<file path="src/rtl/if_stage_if.sv">
// if_stage_pkg / if_stage_if
//   if_stage_pkg : if_params_t, the {ia_plus_4, ir} payload handed to IF/ID.
//   if_stage_if  : instruction-memory request/acknowledge bus.
//     imem_req   : fetch request, held until acknowledged (master -> slave)
//     imem_addr  : word-aligned fetch address, stable while requesting
//     imem_ack   : request complete, imem_rdata valid this cycle (slave -> master)
//     imem_rdata : instruction word
package if_stage_pkg;
  typedef struct packed {
    logic [31:0] ia_plus_4;
    logic [31:0] ir;
  } if_params_t;
endpackage

interface if_stage_if;
  logic        imem_req;
  logic [31:0] imem_addr;
  logic        imem_ack;
  logic [31:0] imem_rdata;

  modport master (output imem_req, imem_addr, input imem_ack, imem_rdata);
  modport slave  (input imem_req, imem_addr, output imem_ack, imem_rdata);
endinterface

</file>
<file path="src/rtl/if_stage.sv">
// if_stage -- MINA2000 instruction fetch.
//   Owns the PC, runs the imem req/ack handshake, and registers
//   {ia_plus_4, ir} + valid toward IF/ID. A one-entry skid absorbs an ack
//   that lands while ID is stalled; a redirect that arrives with a request
//   still outstanding waits (DRAIN) for the old ack before refetching.
// Ports:
//   clk, rst_n        : clock, async active-low reset
//   stall_in          : ID cannot accept; outputs hold
//   redirect_in/_pc   : flush and restart fetch at redirect_pc (low bits forced 0)
//   imem              : instruction-memory bus (master side)
//   if_params/if_valid: registered payload and valid; ir is 0 on bubbles
module if_stage
  import if_stage_pkg::*;
#(
  parameter logic [31:0] RESET_VECTOR = 32'h0000_0000
) (
  input  logic        clk,
  input  logic        rst_n,
  input  logic        stall_in,
  input  logic        redirect_in,
  input  logic [31:0] redirect_pc,
  if_stage_if.master  imem,
  output if_params_t  if_params,
  output logic        if_valid
);

  typedef enum logic [1:0] {S_REQ, S_SKID, S_DRAIN} state_t;

  localparam logic [31:0] PC_RST = RESET_VECTOR & ~32'h3;

  state_t      r_state, w_state_n;
  logic [31:0] r_pc, w_pc_n;
  logic [31:0] r_addr_q;
  if_params_t  r_skid, w_skid_n;
  if_params_t  w_out_n;
  logic        w_vld_n;

  logic        w_req;
  logic        w_ack;
  logic [31:0] w_rpc;
  logic [31:0] w_pc_inc;

  // Request is dropped only while the skid is occupied; gating with rst_n
  // keeps the bus quiet during reset and ignores any stray ack.
  assign w_req          = rst_n && (r_state != S_SKID);
  assign w_ack          = w_req && imem.imem_ack;
  assign imem.imem_req  = w_req;
  // DRAIN must keep presenting the abandoned address until its ack.
  assign imem.imem_addr = (r_state == S_DRAIN) ? r_addr_q : r_pc;

  assign w_rpc    = redirect_pc & ~32'h3;
  assign w_pc_inc = r_pc + 32'd4;

  always_comb begin
    w_state_n = r_state;
    w_pc_n    = r_pc;
    w_skid_n  = r_skid;
    w_out_n   = '0;
    w_vld_n   = 1'b0;
    case (r_state)
      S_REQ: begin
        if (w_ack) begin
          if (redirect_in) begin
            w_pc_n = w_rpc;  // wrong-path data, drop it
          end else begin
            w_pc_n = w_pc_inc;
            if (stall_in) begin
              w_skid_n  = {w_pc_inc, imem.imem_rdata};
              w_state_n = S_SKID;
            end else begin
              w_out_n = {w_pc_inc, imem.imem_rdata};
              w_vld_n = 1'b1;
            end
          end
        end else if (redirect_in) begin
          w_pc_n    = w_rpc;
          w_state_n = S_DRAIN;
        end
      end
      S_SKID: begin
        if (redirect_in) begin
          w_skid_n  = '0;
          w_pc_n    = w_rpc;
          w_state_n = S_REQ;
        end else if (!stall_in) begin
          w_out_n   = r_skid;
          w_vld_n   = 1'b1;
          w_state_n = S_REQ;
        end
      end
      S_DRAIN: begin
        if (redirect_in) w_pc_n = w_rpc;  // latest redirect wins
        if (w_ack)       w_state_n = S_REQ;
      end
      default: w_state_n = S_REQ;
    endcase
  end

  always_ff @(posedge clk or negedge rst_n) begin
    if (!rst_n) begin
      r_state  <= S_REQ;
      r_pc     <= PC_RST;
      r_addr_q <= PC_RST;
      r_skid   <= '0;
    end else begin
      r_state  <= w_state_n;
      r_pc     <= w_pc_n;
      // Snapshot of the address in flight; frozen while draining.
      r_addr_q <= (r_state == S_DRAIN) ? r_addr_q : r_pc;
      r_skid   <= w_skid_n;
    end
  end

  // Redirect flushes the output even under stall; w_out_n is already a
  // bubble whenever redirect_in is high.
  always_ff @(posedge clk or negedge rst_n) begin
    if (!rst_n) begin
      if_params <= '0;
      if_valid  <= 1'b0;
    end else if (redirect_in || !stall_in) begin
      if_params <= w_out_n;
      if_valid  <= w_vld_n;
    end
  end

endmodule

</file>
<file path="src/flat_wrapper.sv">
// flat-port wrapper written by rule: the top's interface ports become plain ports
module if_stage_flat import if_stage_pkg::*;
#(
  parameter logic [31:0] RESET_VECTOR = 32'h0000_0000
)
  (clk, rst_n, stall_in, redirect_in, redirect_pc, if_params, if_valid, imem_imem_req, imem_imem_addr, imem_imem_ack, imem_imem_rdata);
  if_stage_if imem_i ();
  input  logic clk;
  input  logic rst_n;
  input  logic stall_in;
  input  logic redirect_in;
  input  logic [31:0] redirect_pc;
  output if_params_t if_params;
  output logic if_valid;
  output wire logic [$bits(imem_i.imem_req)-1:0] imem_imem_req;
  output wire logic [$bits(imem_i.imem_addr)-1:0] imem_imem_addr;
  input wire logic [$bits(imem_i.imem_ack)-1:0] imem_imem_ack;
  input wire logic [$bits(imem_i.imem_rdata)-1:0] imem_imem_rdata;
  assign imem_imem_req = imem_i.imem_req;
  assign imem_imem_addr = imem_i.imem_addr;
  assign imem_i.imem_ack = imem_imem_ack;
  assign imem_i.imem_rdata = imem_imem_rdata;
  if_stage #(.RESET_VECTOR(RESET_VECTOR)) u_core (.clk(clk), .rst_n(rst_n), .stall_in(stall_in), .redirect_in(redirect_in), .redirect_pc(redirect_pc), .imem(imem_i), .if_params(if_params), .if_valid(if_valid));
endmodule
</file>
<file path="config.mk">
export PLATFORM = sky130hd
export DESIGN_NAME = if_stage_flat
export DESIGN_NICKNAME = d
export VERILOG_FILES = /design/src/rtl/if_stage_if.sv /design/src/rtl/if_stage.sv /design/src/flat_wrapper.sv
export SDC_FILE = /design/constraint.sdc
export NUM_CORES = 1
export LEC_CHECK = 0
export ABC_AREA = 1
export CAP_MARGIN = 20
export CORE_ASPECT_RATIO = 0.7
export CORE_MARGIN = 1
export CORE_UTILIZATION = 45
export CTS_BUF_LIST = sky130_fd_sc_hd__clkbuf_8 sky130_fd_sc_hd__clkbuf_16
export CTS_CLUSTER_DIAMETER = 50
export DETAILED_ROUTE_END_ITERATION = 10
export GPL_ROUTABILITY_DRIVEN = 0
export PLACE_DENSITY = 0.66
export REMOVE_ABC_BUFFERS = 1
export SKIP_CTS_REPAIR_TIMING = 1
export SLEW_MARGIN = 25
export SYNTH_ARGS = -nofsm -noshare
export SYNTH_HDL_FRONTEND = slang
export SYNTH_SLANG_ARGS = --single-unit
</file>
<file path="constraint.sdc">
create_clock -name clk -period 3.2 [get_ports clk]
set_input_delay 0.32 -clock clk [delete_from_list [all_inputs] [get_ports clk]]
set_output_delay 0.32 -clock clk [all_outputs]
set_load 0.1 [all_outputs]
</file>
**Yosys cells after proc, flatten, opt, wreduce, memory -nomap -nowiden**

Index checks and enable logic that the tools add are counted.
W data, S select, Z words.

- Input bits: 69
- Logic and storage cells: 59
- Bits in registers: 195
- Output and inout port bits: 98

- Add/sub/neg operators: 1
- Reduce and logical (&&, ||, !) cells: 10
- Mux-type cells: 28
- Eq/ne operators: 12

Operators with widths:

| cell | count |
|---|---|
| $mux W64 | 9 |
| $pmux W64 S2 | 2 |
| $mux W32 | 4 |
| $pmux W32 S2 | 1 |
| $add A32 B3 Y32 const B | 1 |
| $mux W2 | 7 |
| $reduce_and A5 Y1 | 2 |
| $ne A3 B3 Y1 const B | 3 |
| $ne A2 B1 Y1 const B | 3 |
| $ne A2 B2 Y1 const B | 3 |
| $pmux W2 S3 | 1 |
| $reduce_bool A2 Y1 | 2 |
| $mux W1 | 3 |
| $ne A3 B2 Y1 const B | 1 |
| $eq A2 B1 Y1 const B | 1 |
| $eq A2 B2 Y1 const B | 1 |
| $logic_and A1 B1 Y1 | 2 |
| $logic_not A2 Y1 | 1 |
| $pmux W1 S2 | 1 |
| $reduce_or A2 Y1 | 1 |
| $logic_not A1 Y1 | 1 |
| $logic_or A1 B1 Y1 | 1 |

**Logic depth before layout (Yosys ltp)**

Gate-level depths: netlist of run 1.

- Depth in word-level cells: 5
- Gate-level depth with buffers: 12
- Gate-level depth less buffers: 11

**Least setup slack after synthesis of run 1**

No wires, ideal clock.

- Path type: reg-to-reg
- Start point: register u_core.r_state[0]
- End point: register u_core.r_addr_q[28]
- Arrival time: 3.257 ns
- Stages on the path, launching flop included: 6
- Library setup time: 0.353 ns
- Clock period less this slack: 3.610 ns
- Setup slack: -0.410 ns
- Path through: dfrtp_1 > inv_1 > ha_1 > buf_1 > clkbuf_1 > o21ai_0

- Word-level cells in the longest chain between the ends: 2

RTL lines:

| item | line | text |
|---|---|---|
| start: declaration | if_stage.sv:31 | `state_t r_state, w_state_n;` |
| start signal: assignment | if_stage.sv:106 | `r_state <= w_state_n;` |
| $eq A2 B2 Y1 | - |  |
| $mux W32 | - |  |
| net imem_imem_addr[28] | flat_wrapper.sv:16 | `output wire logic [$bits(imem_i.imem_addr)-1:0] imem_imem_addr;` |
| end signal: assignment | if_stage.sv:109 | `r_addr_q <= (r_state == S_DRAIN) ? r_addr_q : r_pc;` |
| end: declaration | if_stage.sv:33 | `logic [31:0] r_addr_q;` |

The timed path passes the listed nets, and every way through them passes these cells.
A chain may end at the register's enable or synchronous reset.

**Worst setup path in the final report of run 1**

- Start point: register u_core.r_state[0]
- End point: output port imem_imem_addr[5]

- Word-level cells in the longest chain between the ends: 2

RTL lines:

| item | line | text |
|---|---|---|
| $eq A2 B2 Y1 | if_stage.sv:49 | `assign imem.imem_addr = (r_state == S_DRAIN) ? r_addr_q : r_pc;` |
| $mux W32 | if_stage.sv:49 |  |
| end: declaration | flat_wrapper.sv:16 |  |

Every way passes these cells.

==> results of run 1 <==
## final timing paths
kind	startpoint	endpoint	slack (ns)	depth (start not counted)
worst min register to register	u_core.r_skid[6]	u_core.r_skid[6]	0.49	2
worst min-delay path	rst_n	u_core.r_skid[13]	0.03	2
worst max register to register	u_core.r_state[1]	u_core.r_skid[1]	0.85	9
max in group asynchronous	rst_n	u_core.r_pc[3]	1.80	3
min in group clk	imem_imem_rdata[30]	u_core.r_skid[30]	0.46	3
worst max-delay path	u_core.r_state[0]	imem_imem_addr[5]	0.52	6
## routing by layer
| layer | vias up | part of all wire (%) | routed length, um | track usage (%) |
|---|---|---|---|---|
| li1 | 3782 | - | - | - |
| met1 | 3735 | 51 | 13000 | 38.4 |
| met2 | 269 | 41 | 10300 | 36.3 |
| met3 | 18 | 6.6 | 1680 | 5.34 |
| met4 | 0 | 1.2 | 307 | 6.64 |
| met5 | - | 0 | 0 | 0 |
## synth_stat cells (7+ instances only)
| library cell | instances | share of area, % |
|---|---|---|
| sky130_fd_sc_hd__a21oi_1 | 29 | 1.6 |
| sky130_fd_sc_hd__and2_1 | 10 | 0.68 |
| sky130_fd_sc_hd__buf_2 | 13 | 0.70 |
| sky130_fd_sc_hd__buf_6 | 7 | 0.85 |
| sky130_fd_sc_hd__clkbuf_1 | 21 | 0.85 |
| sky130_fd_sc_hd__dfrtp_1 | 195 | 53 |
| sky130_fd_sc_hd__inv_1 | 132 | 5.4 |
| sky130_fd_sc_hd__mux2_2 | 7 | 0.85 |
| sky130_fd_sc_hd__nand2_1 | 285 | 12 |
| sky130_fd_sc_hd__nand3_1 | 46 | 2.5 |
| sky130_fd_sc_hd__nor2_1 | 63 | 2.6 |
| sky130_fd_sc_hd__nor2_2 | 8 | 0.54 |
| sky130_fd_sc_hd__o211ai_1 | 28 | 2.3 |
| sky130_fd_sc_hd__o21ai_0 | 73 | 4.0 |
| sky130_fd_sc_hd__o221ai_1 | 36 | 3.4 |
| sky130_fd_sc_hd__o22ai_1 | 31 | 2.1 |
| sky130_fd_sc_hd__o22ai_2 | 10 | 1.4 |
| sky130_fd_sc_hd__xor2_1 | 14 | 1.3 |
## final cells by class
class,instances,share of cell area [%]
Timing Repair Buffer,181,14.7
Sequential cell,195,41.8
Clock inverter,14,1.89
Multi-Input combinational cell,676,30.4
Inverter,140,4.55
Tap cell,270,2.90
Clock buffer,18,3.76
## sequential cells by signal, summed over array words and instances (netlist names)
signal            count
u_core.r_skid        64
u_core.r_state        2
u_core.r_addr_q      32
u_core.if_valid       1
u_core.if_params     64
u_core.r_pc          32
## logic make-up (layout without fill, tap and decap cells)
group	count (synthesis)	in the layout	share of synthesized area [%]
xor gates and xnor gates	15	15	1.50
DFF	195	195	52.9
AOI/OAI and AO/OA	224	224	15.9
adders and majority gates	6	6	0.813
muxes	7	7	0.854
buffers and inverters	192	353	8.85
and+or+nand+nor	424	424	19.2
## power by group through the flow
stage / Clock, mW / Sequential [mW] / Combinational [mW]
after floorplan: 0 / 4.38 / 4.18
after global placement: 0 / 3.79 / 6.38
after detailed placement: 0 / 3.81 / 6.45
after CTS: 2.44 / 3.76 / 6.48
after global routing: 2.52 / 3.88 / 6.91
final: 2.38 / 3.78 / 6.46
## worst register-to-register path: stages (launching register included)
cell	delay, ns
sky130_fd_sc_hd__dfrtp_1	0.39
sky130_fd_sc_hd__inv_1	0.07
sky130_fd_sc_hd__ha_1	0.28
sky130_fd_sc_hd__inv_1	0.15
sky130_fd_sc_hd__nor2_1	0.09
sky130_fd_sc_hd__nor2_2	0.16
sky130_fd_sc_hd__nand3_4	0.16
sky130_fd_sc_hd__inv_4	0.10
sky130_fd_sc_hd__buf_4	0.59
sky130_fd_sc_hd__o21ai_0	0.21
## per-stage QoR
step	hold slack [ns]	TNS, ns	instances	setup WS, ns
after global placement	0.466	0	1462	0.782
after detailed placement	0.474	0	1462	0.743
after CTS	0.0397	0	1494	0.501
after floorplan	0.0244	-28.11	1011	-0.557
after global routing	0.0773	0	1494	0.360
final	0.0268	0	1494	0.516
==> implementation parameters, run 1 <==
Parameter                              Value

Outcome
  Status    completed

Pwr
  Sw Pwr    approximately 6.4 mW
  Total power per unit cell area    1080 mW/mm2
  Power share of the combinational group    51.2%
  Switching Share    between 50% and 60%
  Cell internal power dissipation    approximately 6 mW
  Power share of the sequential group    between 20 and 30%
  Total power after layout    12.6 mW
  Leak    around 5.3 nW
  Worst IR Drop VDD    1.10 mV
  Portion of total power attributed to the clock network    a little under a fifth

Clocking
  Clock latency on the worst-skew pair    0.43 ns
  Clock tree root buffer cell    sky130_fd_sc_hd__clkbuf_16
  Clock sinks    between 150 and 200
  Clock slew at the register clock pins of the worst setup and hold paths    roughly 0.070 ns
  Deepest clock path buffer count    2
  Num CTS Buffers    17
  Clock tree from TritonCTS    done
  Number of levels the H-tree was split into    4

Setup path
  Type of the worst setup path    flop to output pin
  Worst path bufs/invs    3
  Standard cell with the maximum stage delay on the critical path    sky130_fd_sc_hd__ha_2
  Worst path required time    around 2.9 ns
  Maximum fanout encountered on the critical timing path    32
  Type of element launching the critical path    flop
  Delay of the slowest cell on the worst path    0.52 ns
  CP arrival    around 2.4 ns
  Critical path cell sequence    inv_1 -> ha_2 -> buf_12 -> nand2_1 -> o21ai_0 -> buf_4
  Element type at the critical path end    output pin
  Cell family with the largest share of critical-path delay    buffers and inverters

Floorplanning
  Core region area    between 0.015 and 0.02 mm2
  Width of the die    roughly 170 um
  Height of the chip    between 100 and 150 um
  Number of placement rows    43
  Top Ports    approximately 170
  Initial Utilization    a little under half
  Total die area    roughly 0.021 mm2

Placement
  Detailed placement HPWL    17100 um
  Post-detailed-placement cell area    0.0110 mm2
  Buffers added on ports    164

Timing
  Final setup violation count    0
  Unrepaired setup endpoints after global routing    false
  Final clock period utilization by the worst path    83.9%
  Max-slew headroom    roughly 29%
  Max-slew violations    0
  Number of hold-slack violations in the final timing report    0
  Final critical path time including I/O delays and setup    2.68 ns
  Maximum achievable frequency    around 370 MHz
  Final setup skew    about 0.0086 ns
  Slew at the pin with the worst max-slew slack    around 1.1 ns

Logic synthesis
  Count of distinct cell types in the synthesized netlist    36
  Most instantiated flip-flop cell in the synthesis netlist    sky130_fd_sc_hd__dfrtp_1
  Number of flops mapped to enable cells by yosys    0
  Share of synthesized registers carrying an async set or reset    100%
  Sequential share of the synthesized area    approximately 53%
  Post-synthesis area per instance    8.68 um2
  Number of standard cells after synthesis    between 1000 and 1500
  Synthesized area    around 0.009 mm2
  Warnings, synthesis    0
  Synthesis-stage register bit count    195

Global routing
  Initial antenna violation count    0
  Remaining global-route overflow    0
  Via count of the first global-routing pass    7573
  First-pass GRT wire length    41100 um
  Maximum number of pins on one net before global-route repair    75
  Overall routing resource usage    between 20% and 30%

Finish
  Nets    between 1000 and 1500
  Most frequent cells in the layout    sky130_fd_sc_hd__nand2_1, sky130_fd_sc_hd__dfrtp_1, sky130_fd_sc_hd__inv_1
  Filler Cells Inserted    between 1500 and 2000
  Flip-flop and latch area    0.00488 mm2
  Share of the core filled with cells    about three fifths
  Relative area change from synthesis to final layout    26.4%
  Area of the multi-input gates    between 0.003 and 0.004 mm2
  Cell area after layout    ~0.012 mm2
  Count of antenna diodes in the layout    0
  Most frequent standard cell in the layout excluding fill and tap cells    sky130_fd_sc_hd__nand2_1
  Fraction of final layout cells with drive strength greater than 1    a little over a tenth

Route
  Overall via count from detail_route    between 7000 and 8000
  Number of antenna-violating nets in the routed design    0
  Remaining routing DRC violations    0
  Total length of routed wires    between 20000 and 30000 um
  Routed length per instance    around 17 um
  Router iterations before antenna repair    5
  Average vias per placed instance    about 5.2
  Number of DRC violations after detailed-routing iteration 0    about 720

Worst hold path
  Worst hold-check path type    primary input to asynchronous set/reset pin

Flow run
  Max-cap violation count    0
Note: power is estimated with default switching activity, not from simulation.
==> inputs of run 2 (changes only) <==
- PLACE_DENSITY: 0.66 -> 0.69
- clock period: 3.2 -> 2.2 ns (I/O delays scaled with it)
==> implementation parameters, run 2 (synthesis results as in run 1) <==
Parameter                              Value

Setup path
  Worst reg2reg setup slack    0.12 ns (was 0.85 ns)
  Worst r2r dst    u_core.r_skid[63] (was u_core.r_skid[1])
  FF-to-FF path depth    10 (was 9)
  Type of element launching the critical path    flop (unchanged)
  Worst path required time    1.98 ns (was 2.88 ns)
  CP arrival    1.91 ns (was 2.36 ns)
  Element type at the critical path end    output pin (unchanged)
  Type of the worst setup path    flop to output pin (unchanged)
  Maximum fanout encountered on the critical timing path    21 (was 32)
  R2R Path Start    u_core.r_state[1] (unchanged)

Route
  Router iterations before antenna repair    5 (unchanged)
  Average vias per placed instance    5.22 (about the same)
  Overall via count from detail_route    7838 (was 7804)
  Number of antenna-violating nets in the routed design    0 (unchanged)
  Total length of routed wires    25300 um (about the same)
  Number of DRC violations after detailed-routing iteration 0    741 (was 724)
  Routed length per instance    16.9 um (about the same)
  Remaining routing DRC violations    0 (unchanged)

Floorplanning
  Width of the die    173 um (unchanged)
  Height of the chip    122 um (unchanged)
  Top Ports    167 (unchanged)
  Initial Utilization    46.2% (unchanged)
  Core region area    0.0200 mm2 (unchanged)
  Number of placement rows    43 (unchanged)
  Total die area    0.0211 mm2 (unchanged)

Global routing
  Initial antenna violation count    0 (unchanged)
  Via count of the first global-routing pass    7507 (was 7573)
  Maximum number of pins on one net before global-route repair    121 (was 75)
  Overall routing resource usage    25.1% (was 25.2%)
  First-pass GRT wire length    40900 um (was 41100 um)
  Remaining global-route overflow    0 (unchanged)

Timing
  Slew at the pin with the worst max-slew slack    0.913 ns (was 1.07 ns)
  Unrepaired setup endpoints after global routing    true (was false)
  Final setup skew    0.00928 ns (was 0.00857 ns)
  Maximum achievable frequency    about 470 MHz
  Setup TNS    0 ns (unchanged)
  Final critical path time including I/O delays and setup    between 2 and 2.5 ns
  Final clock period utilization by the worst path    a little over nine tenths
  Max-slew headroom    39.1% (was 28.6%)
  Final setup violation count    0 (unchanged)
  Number of hold-slack violations in the final timing report    0 (unchanged)
  Max-slew violations    0 (unchanged)
  Worst Slack Setup Final    0.0659 ns (was 0.516 ns)

Finish
  Cell area after layout    0.0121 mm2 (was 0.0117 mm2)
  Fraction of final layout cells with drive strength greater than 1    16.6% (was 10.7%)
  Filler Cells Inserted    1709 (was 1768)
  Most frequent standard cell in the layout excluding fill and tap cells    sky130_fd_sc_hd__nand2_1 (unchanged)
  Nets    1293 (was 1286)
  Count of antenna diodes in the layout    0 (unchanged)
  Share of the core filled with cells    60.5% (was 58.4%)
  Relative area change from synthesis to final layout    30.9% (was 26.4%)
  Area of the multi-input gates    0.00358 mm2 (was 0.00354 mm2)
  Most frequent cells in the layout    sky130_fd_sc_hd__nand2_1, sky130_fd_sc_hd__dfrtp_1, sky130_fd_sc_hd__inv_1 (unchanged)
  Largest registers ranked by flip-flop count    u_core.if_params: 64 flops, u_core.r_skid: 64 flops (unchanged)
  Flip-flop and latch area    0.00488 mm2 (unchanged)

Pwr
  Worst IR Drop VDD    1.45 mV (was 1.10 mV)
  Total power per unit cell area    1620 mW/mm2 (was 1080 mW/mm2)
  Leak    5.63 nW (was 5.30 nW)
  Total power after layout    19.6 mW (was 12.6 mW)

Placement
  Post-detailed-placement cell area    0.0114 mm2 (was 0.0110 mm2)
  Worst setup timing slack at the placement stage    0.00130 ns (was 0.743 ns)
  Buffers added on ports    164 (unchanged)
  Detailed placement HPWL    17700 um (was 17100 um)

Worst hold path
  Worst hold-check path type    primary input to flop (was primary input to asynchronous set/reset pin)
  WHS Path Cells    3
  Hold EP    u_core.r_skid[26]
  Worst hold path startpoint    imem_imem_rdata[26]

Clocking
  Number of levels the H-tree was split into    4 (unchanged)
  Clock slew at the register clock pins of the worst setup and hold paths    0.07 ns (about the same)
  Clock latency on the worst-skew pair    0.43 ns (about the same)
  Clock sinks    195 (unchanged)
  Deepest clock path buffer count    2 (unchanged)
  Clock tree from TritonCTS    done (unchanged)
  Clock tree root buffer cell    sky130_fd_sc_hd__clkbuf_16 (unchanged)
  Num CTS Buffers    17 (unchanged)

Flow run
  Max-cap violation count    0 (unchanged)

Outcome
  Status    completed (unchanged)
-- run 2: power by group --
group / switching [mW] / internal (mW)
registers: 0.713 / 4.80
logic: 7.50 / 3.37
clock network: 1.46 / 1.78
-- run 2: stage by stage --
step | hold WS (ns) | cells
4_1_cts | -0.0775 | 1500
2_1_floorplan | -0.0756 | 1011
3_3_place_gp | 0.392 | 1468
3_5_place_dp | 0.392 | 1468
5_1_grt | 0.368 | 1501
6_report | 0.366 | 1501
-- run 2: area by class of cell --
| type | count | share of cell area, % |
|---|---|---|
| clock buffer | 19 | 3.75 |
| clock inverter | 13 | 1.36 |
| inverter | 140 | 4.60 |
| multi-input combinational | 676 | 29.7 |
| sequential | 195 | 40.4 |
| tap | 270 | 2.80 |
| timing repair buffer | 188 | 17.4 |
-- run 2: worst max-delay path, stage by stage (launching register included) --
cell	delay (ns)
sky130_fd_sc_hd__dfrtp_1	0.43
sky130_fd_sc_hd__inv_2	0.10
sky130_fd_sc_hd__ha_4	0.21
sky130_fd_sc_hd__buf_8	0.18
sky130_fd_sc_hd__mux2_2	0.38
sky130_fd_sc_hd__buf_12	0.17
-- run 2: layer usage --
metal	global-route usage, %	part of all wire (%)	up-vias
met5	0	0	-
met4	5.75	0.98	0
met3	5.81	6.8	15
met2	36.1	43	266
met1	38.3	50	3768
li1	-	-	3789
-- run 2: worst max path at each step --
stage,from,endpoint,slack (ns),cells after the start
2_1_floorplan,u_core.r_state[0],u_core.r_addr_q[23],-1.56,3
3_3_place_gp,redirect_in,u_core.r_skid[60],0.03,9
3_5_place_dp,redirect_in,u_core.r_skid[40],0.001,9
4_1_cts,u_core.r_state[0],imem_imem_addr[18],-0.12,5
5_1_grt,u_core.r_state[0],u_core.r_skid[58],-0.03,10
6_report,u_core.r_state[0],imem_imem_addr[18],0.07,5
==> inputs of run 3 (changes only) <==
- CAP_MARGIN: 20 -> not set
- HOLD_SLACK_MARGIN: not set -> 0.15
- SKIP_LAST_GASP: not set -> 1
==> implementation parameters, run 3 (synthesis results as in run 1) <==
Parameter                              Value

Outcome
  Status    complete, but fails checks (was completed)
  Failing checks    negative setup slack

Finish
  Most frequent cells in the layout    sky130_fd_sc_hd__nand2_1, sky130_fd_sc_hd__dfrtp_1, sky130_fd_sc_hd__inv_1 (unchanged)
  Nets    1293 (unchanged)
  Cell area after layout    0.0120 mm2 (was 0.0121 mm2)
  Non-filler cells, final    1501 (unchanged)
  Largest registers ranked by flip-flop count    u_core.if_params: 64 flops, u_core.r_skid: 64 flops (unchanged)
  Fraction of final layout cells with drive strength greater than 1    16.4% (was 16.6%)
  Count of antenna diodes in the layout    0 (unchanged)
  Relative area change from synthesis to final layout    30.5% (was 30.9%)
  Most frequent standard cell in the layout excluding fill and tap cells    sky130_fd_sc_hd__nand2_1 (unchanged)

Setup path
  Cell family with the largest share of critical-path delay    compound AO/OA/AOI/OAI gates (was buffers and inverters)
  Type of the worst setup path    flop to output pin (unchanged)
  Worst path bufs/invs    2 (was 3)
  Type of element launching the critical path    flop (unchanged)
  Maximum fanout encountered on the critical timing path    8 (was 21)
  Worst path required time    1.98 ns (about the same)
  Element type at the critical path end    output pin (unchanged)
  Standard cell with the maximum stage delay on the critical path    sky130_fd_sc_hd__o21ai_0 (was sky130_fd_sc_hd__dfrtp_1)
  Delay of the slowest cell on the worst path    0.60 ns (was 0.43 ns)
  CP arrival    2.01 ns (was 1.91 ns)
  Critical path cell sequence    inv_1 -> ha_4 -> o21ai_0 -> buf_12 (was inv_2 -> ha_4 -> buf_8 -> mux2_2 -> buf_12)

Flow run
  Max-cap violation count    0 (unchanged)

Clocking
  Num CTS Buffers    17 (unchanged)
  Clock tree from TritonCTS    done (unchanged)
  Clock tree root buffer cell    sky130_fd_sc_hd__clkbuf_16 (unchanged)
  Clock latency on the worst-skew pair    0.43 ns (about the same)
  Number of levels the H-tree was split into    4 (unchanged)
  Clock slew at the register clock pins of the worst setup and hold paths    0.07 ns (about the same)
  Clock sinks    195 (unchanged)
  Deepest clock path buffer count    2 (unchanged)

Route
  Total length of routed wires    25400 um (was 25300 um)
  Routed length per instance    16.9 um (about the same)
  Overall via count from detail_route    7885 (was 7838)
  Number of antenna-violating nets in the routed design    0 (unchanged)
  Remaining routing DRC violations    0 (unchanged)
  Router iterations before antenna repair    5 (unchanged)
  Average vias per placed instance    5.25 (was 5.22)
  Number of DRC violations after detailed-routing iteration 0    782 (was 741)

Timing
  Worst Slack Setup Final    -0.0277 ns (was 0.0659 ns)
  Final clock period utilization by the worst path    101% (was 97.0%)
  Setup TNS    -0.0363 ns (was 0 ns)
  Number of hold-slack violations in the final timing report    0 (unchanged)
  Final setup violation count    4 (was 0)
  Maximum achievable frequency    449 MHz (was 469 MHz)
  Max-slew violations    0 (unchanged)
  Final setup skew    0.00862 ns (was 0.00928 ns)
  Max-slew headroom    38.5% (was 39.1%)
  Slew at the pin with the worst max-slew slack    0.922 ns (was 0.913 ns)
  Unrepaired setup endpoints after global routing    true (unchanged)
  Final critical path time including I/O delays and setup    2.23 ns (was 2.13 ns)

Floorplanning
  Width of the die    173 um (unchanged)
  Top Ports    167 (unchanged)
  Number of placement rows    43 (unchanged)
  Core region area    0.0200 mm2 (unchanged)
  Height of the chip    122 um (unchanged)
  Total die area    0.0211 mm2 (unchanged)
  Initial Utilization    46.2% (unchanged)

Global routing
  Via count of the first global-routing pass    7507 (unchanged)
  Overall routing resource usage    25.1% (unchanged)
  First-pass GRT wire length    40900 um (unchanged)
  Met1 routing resource usage after global routing    38.3% (unchanged)
  Remaining global-route overflow    0 (unchanged)
  Initial antenna violation count    0 (unchanged)
  Global routing met3 resource utilization    5.81% (unchanged)
  Maximum number of pins on one net before global-route repair    121 (unchanged)
  Met2 routing resource usage after global routing    36.1% (unchanged)
  Layer with the highest usage    met1 (unchanged)

Placement
  Post-detailed-placement cell area    0.0114 mm2 (unchanged)
  Detailed placement HPWL    17700 um (unchanged)
  Post-Place Cells    1468 (unchanged)
  Buffers added on ports    164 (unchanged)

Pwr
  Total power per unit cell area    1620 mW/mm2 (about the same)
  Worst IR Drop VDD    1.45 mV (about the same)
  Leak    5.61 nW (was 5.63 nW)

Worst hold path
  Worst hold-check path type    primary input to flop (unchanged)
run 3: cell counts in the layout (fill, tap and decap cells not counted):
Identical to the previous run, type by type.
run 3: worst reg2reg max path, stage by stage (launching register included):
cell and delay, ns:
sky130_fd_sc_hd__dfrtp_1 0.43, sky130_fd_sc_hd__inv_1 0.09, sky130_fd_sc_hd__ha_1 0.26, sky130_fd_sc_hd__nor2_4 0.19, sky130_fd_sc_hd__nand2_2 0.13, sky130_fd_sc_hd__nor2_1 0.14, sky130_fd_sc_hd__inv_1 0.08, sky130_fd_sc_hd__nor2_2 0.21
sky130_fd_sc_hd__inv_4 0.23, sky130_fd_sc_hd__o221ai_1 0.27
run 3: cell type report:
| cell class | count | area (um2) |
|---|---|---|
| Clock buffer | 19 | 453 |
| Clock inverter | 13 | 164 |
| Fill cell | 1712 | 7910 |
| Inverter | 140 | 553 |
| Multi-Input combinational cell | 676 | 3560 |
| Sequential cell | 195 | 4880 |
| Tap cell | 270 | 338 |
| Timing Repair Buffer | 188 | 2100 |
run 3: report_power, final:
group	total, mW	internal, mW	switching [mW]
logic	10.8	3.32	7.48
clock network	3.25	1.78	1.47
registers	5.51	4.80	0.709
run 3: metrics by stage:
stage / total power, mW / hold slack [ns] / utilization [%] / setup WS (ns)
6_report: 19.6 / 0.369 / 60.4 / -0.0277
5_1_grt: 20.5 / 0.368 / 60.4 / -0.117
4_1_cts: 19.5 / -0.0775 / 60.0 / -0.118
3_5_place_dp: 16.2 / 0.392 / 56.9 / 0.00130
3_3_place_gp: 16.0 / 0.392 / 56.9 / 0.0328
2_1_floorplan: 12.4 / -0.0756 / - / -1.56
run 3: worst paths after layout:
kind / end / slack, ns / start / cells past startpoint
worst max-delay path: imem_imem_addr[11] / -0.03 / u_core.r_state[0] / 4
worst max register to register: u_core.if_params[9] / 0.07 / u_core.r_state[1] / 9
worst min register to register: u_core.r_skid[39] / 0.49 / u_core.r_skid[39] / 2
min in group asynchronous: u_core.r_skid[19] / 0.49 / rst_n / 3
worst min-delay path: u_core.r_skid[26] / 0.37 / imem_imem_rdata[26] / 3
max in group asynchronous: u_core.r_addr_q[2] / 0.93 / rst_n / 3
run 3: layer usage:
metal / vias to the layer above / part of all wire, %
li1: 3790 / -
met1: 3800 / 49
met2: 281 / 43
met3: 14 / 7.0
met4: 0 / 0.90
met5: - / 0
